--- config.mk ---
export PLATFORM = sky130hd
export DESIGN_NAME = fir_sum_sat
export DESIGN_NICKNAME = d
export VERILOG_FILES = /design/src/rtl/fir_pkg.sv /design/src/rtl/fir_add_level.sv /design/src/rtl/fir_sum_sat.sv
export SDC_FILE = /design/constraint.sdc
export NUM_CORES = 1
export LEC_CHECK = 0
export CAP_MARGIN = 20
export CORE_MARGIN = 5
export CORE_UTILIZATION = 35
export DETAILED_ROUTE_END_ITERATION = 12
export HOLD_SLACK_MARGIN = 0.06
export PLACE_DENSITY = 0.6
export SLEW_MARGIN = 10
export SYNTH_ARGS = -nofsm -noshare
export SYNTH_HDL_FRONTEND = slang
export SYNTH_SLANG_ARGS = --single-unit
export TNS_END_PERCENT = 5
--- constraint.sdc ---
create_clock -name iClk_12M -period 5.3 [get_ports iClk_12M]
set_input_delay 1.06 -clock iClk_12M [delete_from_list [all_inputs] [get_ports iClk_12M]]
set_output_delay 1.06 -clock iClk_12M [all_outputs]
set_load 0.01 [all_outputs]
--- src/rtl/fir_pkg.sv ---
// Shared constants and elaboration-time helpers for the FIR output combiner.
// Used by fir_sum_sat (build option FIR_SUM_SATCNT_EN) and fir_add_level.
package fir_pkg;

  localparam int DEF_NUM_MAC = 4;
  localparam int DEF_IN_W    = 16;

  function automatic int clog2(input int n);
    int r;
    r = 0;
    for (int v = 1; v < n; v = v * 2) r++;
    return r;
  endfunction

  // One extra bit beyond the tree growth so that negating the most negative lane fits.
  function automatic int accWidth(input int inW, input int numMac);
    return inW + clog2(numMac) + 1;
  endfunction

  function automatic longint satMax(input int w);
    return (64'sd1 <<< (w - 1)) - 64'sd1;
  endfunction

  function automatic longint satMin(input int w);
    return -(64'sd1 <<< (w - 1));
  endfunction

  function automatic int laneCount(input int numMac, input int level);
    int n;
    n = numMac;
    for (int i = 0; i < level; i++) n = (n + 1) / 2;
    return n;
  endfunction

  // Lane offset of a tree level inside the flattened level bus.
  function automatic int laneOffset(input int numMac, input int level);
    int off;
    int n;
    off = 0;
    n   = numMac;
    for (int i = 0; i < level; i++) begin
      off = off + n;
      n   = (n + 1) / 2;
    end
    return off;
  endfunction

endpackage

--- src/rtl/fir_add_level.sv ---
// One registered pairwise-add level of the combiner tree; an odd last lane
// passes through registered. Data is only reloaded when iValid is high.
module fir_add_level #(
  parameter int  NUM_IN  = 2,
  parameter int  W       = 18,
  localparam int NUM_OUT = (NUM_IN + 1) / 2
) (
  input  logic                 iClk_12M,
  input  logic                 iRsn,
  input  logic                 iValid,
  input  logic [NUM_IN*W-1:0]  iData,
  output logic                 oValid,
  output logic [NUM_OUT*W-1:0] oData
);

  logic [NUM_OUT*W-1:0] sumNext;

  for (genvar k = 0; k < NUM_OUT; k++) begin : gPair
    if (2 * k + 1 < NUM_IN) begin : gAdd
      assign sumNext[k*W +: W] = iData[(2*k)*W +: W] + iData[(2*k+1)*W +: W];
    end else begin : gPass
      assign sumNext[k*W +: W] = iData[(2*k)*W +: W];
    end
  end

  always_ff @(posedge iClk_12M or negedge iRsn) begin
    if (!iRsn) begin
      oValid <= 1'b0;
      oData  <= '0;
    end else begin
      oValid <= iValid;
      if (iValid) oData <= sumNext;
    end
  end

endmodule

--- src/rtl/fir_sum_sat.sv ---
// Pipelined FIR output combiner: capture, adder tree, rounded shift, saturate.
// Build option FIR_SUM_SATCNT_EN adds the 16-bit saturation event counter.
module fir_sum_sat
  import fir_pkg::*;
#(
  parameter int                 NUM_MAC  = DEF_NUM_MAC,
  parameter int                 IN_W     = DEF_IN_W,
  parameter int                 OUT_W    = 16,
  parameter logic [NUM_MAC-1:0] SUB_MASK = '0,
  parameter int                 SHIFT    = 0
) (
  input  logic                    iClk_12M,
  input  logic                    iRsn,
  input  logic [NUM_MAC*IN_W-1:0] iMac,
  input  logic                    iEnSample_600k,
  input  logic                    iEnDelay,
  input  logic                    iSatClr,
  output logic [OUT_W-1:0]        oFirOut,
  output logic                    oValid,
  output logic                    oSatPos,
  output logic                    oSatNeg,
  output logic [15:0]             oSatCnt
);

  // Sample handshake: a sample is taken on every edge where iEnSample_600k and
  // iEnDelay are both high; there is no ready and the pipeline never stalls.
  // oValid is high for exactly one cycle per sample, with oFirOut valid in it.

  localparam int LEVELS      = clog2(NUM_MAC);
  localparam int ACC_W       = accWidth(IN_W, NUM_MAC);
  localparam int RND_W       = ACC_W + 1;
  localparam int TOTAL_LANES = laneOffset(NUM_MAC, LEVELS + 1);
  localparam int FINAL_OFF   = laneOffset(NUM_MAC, LEVELS) * ACC_W;

  localparam logic signed [RND_W-1:0] MAX_V = RND_W'(satMax(OUT_W));
  localparam logic signed [RND_W-1:0] MIN_V = RND_W'(satMin(OUT_W));
  localparam logic signed [RND_W-1:0] HALF  =
    (SHIFT > 0) ? RND_W'(64'sd1 <<< (SHIFT - 1)) : '0;

  logic                       accept;
  logic [NUM_MAC*ACC_W-1:0]   capNext;
  logic [NUM_MAC*ACC_W-1:0]   capData;
  logic                       capValid;
  logic [TOTAL_LANES*ACC_W-1:0] treeBus;
  logic [LEVELS:0]            treeValid;
  logic signed [ACC_W-1:0]    finalSum;
  logic signed [RND_W-1:0]    sumExt;
  logic signed [RND_W-1:0]    scaled;
  logic signed [RND_W-1:0]    s1Data;
  logic                       s1Valid;
  logic                       posClip;
  logic                       negClip;
  logic [OUT_W-1:0]           satOut;

  assign accept = iEnSample_600k & iEnDelay;

  // Stage C: sign-extend to full precision and apply the add/subtract mask.
  for (genvar k = 0; k < NUM_MAC; k++) begin : gLane
    logic signed [ACC_W-1:0] laneExt;
    assign laneExt = ACC_W'($signed(iMac[k*IN_W +: IN_W]));
    assign capNext[k*ACC_W +: ACC_W] = SUB_MASK[k] ? -laneExt : laneExt;
  end

  always_ff @(posedge iClk_12M or negedge iRsn) begin
    if (!iRsn) begin
      capData  <= '0;
      capValid <= 1'b0;
    end else begin
      capValid <= accept;
      if (accept) capData <= capNext;
    end
  end

  // Stage T: level l reads its lanes from treeBus and writes level l+1's lanes.
  assign treeBus[0 +: NUM_MAC*ACC_W] = capData;
  assign treeValid[0]                = capValid;

  for (genvar l = 0; l < LEVELS; l++) begin : gLevel
    localparam int NIN     = laneCount(NUM_MAC, l);
    localparam int NOUT    = laneCount(NUM_MAC, l + 1);
    localparam int IN_OFF  = laneOffset(NUM_MAC, l) * ACC_W;
    localparam int OUT_OFF = laneOffset(NUM_MAC, l + 1) * ACC_W;

    fir_add_level #(
      .NUM_IN (NIN),
      .W      (ACC_W)
    ) uLevel (
      .iClk_12M (iClk_12M),
      .iRsn     (iRsn),
      .iValid   (treeValid[l]),
      .iData    (treeBus[IN_OFF +: NIN*ACC_W]),
      .oValid   (treeValid[l+1]),
      .oData    (treeBus[OUT_OFF +: NOUT*ACC_W])
    );
  end

  assign finalSum = treeBus[FINAL_OFF +: ACC_W];

  // Stage S1: round-half-up arithmetic shift, one spare bit for the rounding add.
  assign sumExt = RND_W'(finalSum);
  assign scaled = (sumExt + HALF) >>> SHIFT;

  always_ff @(posedge iClk_12M or negedge iRsn) begin
    if (!iRsn) begin
      s1Data  <= '0;
      s1Valid <= 1'b0;
    end else begin
      s1Valid <= treeValid[LEVELS];
      if (treeValid[LEVELS]) s1Data <= scaled;
    end
  end

  // Stage S2: saturate and register the output together with the flags.
  assign posClip = s1Valid && (s1Data > MAX_V);
  assign negClip = s1Valid && (s1Data < MIN_V);

  always_comb begin
    satOut = s1Data[OUT_W-1:0];
    if (s1Data > MAX_V) satOut = MAX_V[OUT_W-1:0];
    else if (s1Data < MIN_V) satOut = MIN_V[OUT_W-1:0];
  end

  always_ff @(posedge iClk_12M or negedge iRsn) begin
    if (!iRsn) begin
      oFirOut <= '0;
      oValid  <= 1'b0;
      oSatPos <= 1'b0;
      oSatNeg <= 1'b0;
    end else begin
      oValid <= s1Valid;
      if (s1Valid) oFirOut <= satOut;
      // A clip in the same cycle as iSatClr leaves the flag set.
      oSatPos <= posClip | (oSatPos & ~iSatClr);
      oSatNeg <= negClip | (oSatNeg & ~iSatClr);
    end
  end

`ifdef FIR_SUM_SATCNT_EN
  always_ff @(posedge iClk_12M or negedge iRsn) begin
    if (!iRsn) begin
      oSatCnt <= '0;
    end else if (iSatClr) begin
      oSatCnt <= {15'd0, posClip | negClip};
    end else if ((posClip | negClip) && (oSatCnt != 16'hFFFF)) begin
      oSatCnt <= oSatCnt + 16'd1;
    end
  end
`else
  assign oSatCnt = '0;
`endif

endmodule

==> run summary <==
The flow ran to the end, and the final reports show no timing, DRC or antenna violations. The area share of and/or/nand/nor cells after synthesis is 7.14%. The clock passes through at most 2 buffers. The worst setup path is launched from a flip-flop.

The post-synthesis sequential element count came out at 163. Dividing the detail-routed wire length by the instance count gives 14.4 µm. The antenna violation net count after detailed routing came out at 0. For this block, the routed nets add up to 17000 µm of wire.

The max-slew violation total from the final report is 0. The met2 track demand over resource in global routing is 18.8%. The first-pass GRT wire length is 28500 µm. The count of antenna diodes in the layout is 0. For this design the ratio of total power to cell area is 521 mW/mm². The number of input and output port buffers inserted is 87. met2 is the most crowded layer. The post-synthesis to final-layout area growth is 20.2%. The number of clock sinks is 163. The share of flip-flops with an asynchronous set or reset is 100%.

The worst setup path is captured at a flip-flop. The largest fanout on the critical path came out at 3. In this run the cell area of the synthesized design comes to slightly below 0.009 mm².

The width of the die came out at 167 µm. Across the VDD grid, the largest voltage drop is approximately 0.22 mV. Summing the areas of all fa, ha and maj instances in the mapped netlist gives 7.94% of the synthesized area. In this run the post-CTS setup repair buffer count came out at 0. The number of vias per cell after detailed routing is 4.91. The number of cells after detailed placement is about 1100. The number of antenna violations at the first check in global routing is 0. The number of warnings issued by yosys is 0.

The relative contribution of the clock network to total power is 23.4%. Derived from the worst setup path, the maximum achievable clock frequency is between 0.3 and 0.4 GHz. The critical path data arrival time came out at 2860 ps.

The worst pin sits at a relative slew slack of a little over a third. The area of the core region came out at between 0.02 and 0.025 mm². The setup total negative slack is 0 ps. In the synthesized netlist the dominant register cell turns out to be sky130_fd_sc_hd__dfrtp_1. TritonCTS built the clock tree. The fraction of layout cells with a size suffix above 1 came out at 19.2%. The per-instance average area after synthesis came out at 11.4 µm². The H-tree depth came out at 4. The final design utilization came out at 42.7%. 104 I/O pins were placed. The number of gates resized after CTS came out at 0.

The complex-gate fraction of the synthesized area is 15.1%. The transition time at the pin with the least slew margin came out at a little under 1000 ps. The combined global-route utilization of all metal layers came out at 12.4%. The net switching fraction of the power is 35.3%. Internal power comes to 3.50 mW. The final standard cell count with taps included and fillers excluded is ~1200. Entering global routing, the biggest net connects 91 pins. The hold violation count in the final report came to 0.

Once the floorplan was initialized, standard cells occupied 35.5% of the core. The number of global-route vias before repair is 5629. After synthesis, the largest family of logic cells by area is compound AO/OA/AOI/OAI gates. Global routing used under 10% of the available met3 tracks. The violation count after the first detailed-route iteration came out at 252. The synthesized netlist contains a little over 70 unique library cells.

Measured against the total synthesized area, the mux share comes to 14.9%. At the later pin of the worst-skew pair, clock insertion delay measures 430 ps. By startpoint and endpoint, the worst setup path is classified as flip-flop to flip-flop. The overall die area is 0.0279 mm². The post-layout minimum cycle time came out at between 2000 and 3000 ps. The clock skew after layout came out at 10.9 ps. The total iterations of the first detailed-routing run came out at 4. Setup repair after global routing left no endpoint under its margin. The combinational group share of total power came out at 41.1%. In this run, post-CTS hold repair placed 0 buffers. The remaining design rule violation count is 0. The met1 usage in global routing is 17.6%. The max-capacitance violation count is 0. The clock root buffer is sky130_fd_sc_hd__clkbuf_16. The number of flops mapped to enable cells by yosys came out at 0. The standard-cell row count came out at 57. Hold is met by 491 ps. The min-delay analysis places its worst path in the category flip-flop to flip-flop. At the end of routability-driven placement, the weighted congestion stood at 0.816. The detailed router placed 5780 vias in this run. The total grt overflow came out at 0. The die outline height came out at 167 µm. Summed over all nets, the switching power comes to 1.91 mW. The xor and xnor fraction of the mapped netlist area is 3.14%.

Clock-pin slew was measured on the worst setup and hold paths at 60 ps. The number of standard cells after synthesis came out at 755. Buffers inserted during clock tree synthesis total 17. The part of the power in registers is a little over a third.

The final critical path takes up roughly half of the cycle. The final count of negative-setup-slack endpoints is 0. The post-layout net count is 962. Summed over all cells, the static leakage comes to around 4.5 nW. For the worst setup path, the data required time is 5580 ps.

Summed over all nets, the half-perimeter wirelength after detailed placement is 12800 µm. The fraction of the yosys area taken by sequential cells came out at between 40% and 50%.
[routing by layer]
metal  up-vias  part of all wire (%)
met2        95                    44
met3        12                   4.6
met5         -                     0
li1       2897                     -
met4         0                  0.98
met1      2776                    50
[synth_stat cells (all sizes together), types with 16 or more instances]
cell,n,area [µm²]
nand2,39,146
inv,41,154
a21oi,28,144
ha,50,626
clkbuf,16,71.3
buf,25,163
nor2,29,109
dfrtp,163,4080
a21o,16,120
o211ai,22,165
mux2,112,1260
o21ai,47,239
xnor2,19,166
[state kept, by name (all words and copies together) (netlist names), 2 cells and up]
name	flops
capData	64
s1Data	19
oFirOut	16
gLevel.uLevel.oValid	2
gLevel.uLevel.oData	57
[layout by cell type, fill, tap and decap left out, types with 5 or more instances in the layout]
cell / Yosys / layout
sky130_fd_sc_hd__a211oi_1: 12 / 12
sky130_fd_sc_hd__a21o_1: 16 / 16
sky130_fd_sc_hd__a21oi_1: 27 / 27
sky130_fd_sc_hd__a31oi_1: 6 / 6
sky130_fd_sc_hd__and3_1: 5 / 5
sky130_fd_sc_hd__buf_4: 16 / 5
sky130_fd_sc_hd__clkbuf_16: 0 / 17
sky130_fd_sc_hd__clkdlybuf4s50_1: 0 / 86
sky130_fd_sc_hd__conb_1: 1 / 16
sky130_fd_sc_hd__dfrtp_1: 163 / 163
sky130_fd_sc_hd__ha_1: 50 / 50
sky130_fd_sc_hd__inv_1: 40 / 40
sky130_fd_sc_hd__mux2_2: 111 / 111
sky130_fd_sc_hd__nand2_1: 39 / 38
sky130_fd_sc_hd__nand3_1: 12 / 12
sky130_fd_sc_hd__nand4_1: 6 / 6
sky130_fd_sc_hd__nor2_1: 29 / 29
sky130_fd_sc_hd__nor3_1: 6 / 6
sky130_fd_sc_hd__o2111ai_1: 5 / 5
sky130_fd_sc_hd__o211ai_1: 22 / 22
sky130_fd_sc_hd__o21a_1: 12 / 12
sky130_fd_sc_hd__o21ai_0: 44 / 44
sky130_fd_sc_hd__o21bai_1: 5 / 5
sky130_fd_sc_hd__xnor2_1: 19 / 19
sky130_fd_sc_hd__xor2_1: 12 / 12
[power groups by stage]
| stage | clock, mW | sequential [mW] | combinational, mW |
|---|---|---|---|
| after CTS | 1.30 | 1.93 | 2.24 |
| after detailed placement | 0 | 1.95 | 2.23 |
| after global placement | 0 | 1.94 | 2.20 |
| after floorplan | 0 | 1.88 | 1.65 |
| final | 1.27 | 1.92 | 2.22 |
| after global routing | 1.36 | 1.98 | 2.49 |
[cell type report]
type / instances / area, µm²
clock buffers: 19 / 433
clock inverters: 13 / 175
fillers: 2363 / 13900
inverters: 42 / 158
multi-input cells: 524 / 4230
flip-flops and latches: 163 / 4080
well taps: 324 / 405
repair buffers: 92 / 910
[final timing paths]
kind | from | end | slack [ps] | depth (start not counted)
setup / recovery | capData[38]$_DFFE_PN0P_ | gLevel[0].uLevel.oData[35]$_DFFE_PN0P_ | 2720 | 9
hold / removal | gLevel[1].uLevel.oData[1]$_DFFE_PN0P_ | gLevel[1].uLevel.oData[1]$_DFFE_PN0P_ | 490 | 2
setup reg to reg | capData[38]$_DFFE_PN0P_ | gLevel[0].uLevel.oData[35]$_DFFE_PN0P_ | 2720 | 9
hold reg to reg | gLevel[1].uLevel.oData[1]$_DFFE_PN0P_ | gLevel[1].uLevel.oData[1]$_DFFE_PN0P_ | 490 | 2
max in group asynchronous | iRsn | oFirOut[0]$_DFFE_PN0P_ | 3580 | 2
min in group asynchronous | iRsn | capData[31]$_DFFE_PN0P_ | 720 | 1
[cells by family after synthesis]
logic type / count (synthesis)
AO/OA/AOI/OAI: 186
XOR/XNOR: 31
adder cells (fa/ha/maj): 53
buffers and inverters: 83
flip-flops: 163
multiplexers: 114
other: 1
AND/OR/NAND/NOR: 124
[critical path, cell delays in order, from the launching register on]
cell and delay [ps]:
sky130_fd_sc_hd__dfrtp_1 350, sky130_fd_sc_hd__ha_1 190, sky130_fd_sc_hd__inv_1 60, sky130_fd_sc_hd__fa_1 400, sky130_fd_sc_hd__and2b_1 230, sky130_fd_sc_hd__o2111ai_1 170, sky130_fd_sc_hd__a211oi_1 410, sky130_fd_sc_hd__nor4_1 140
sky130_fd_sc_hd__o31ai_1 340, sky130_fd_sc_hd__o21ai_0 150
[per-stage QoR]
stage | power [mW] | cell area, µm² | worst slack, ps
floorplan | 3.52 | 8700 | 3020
global placement | 4.14 | 9780 | 2300
detailed placement | 4.18 | 9780 | 2280
CTS | 5.47 | 10400 | 2720
global route | 5.82 | 10400 | 2570
finish | 5.41 | 10400 | 2720
(Power assumes the default switching activity.)
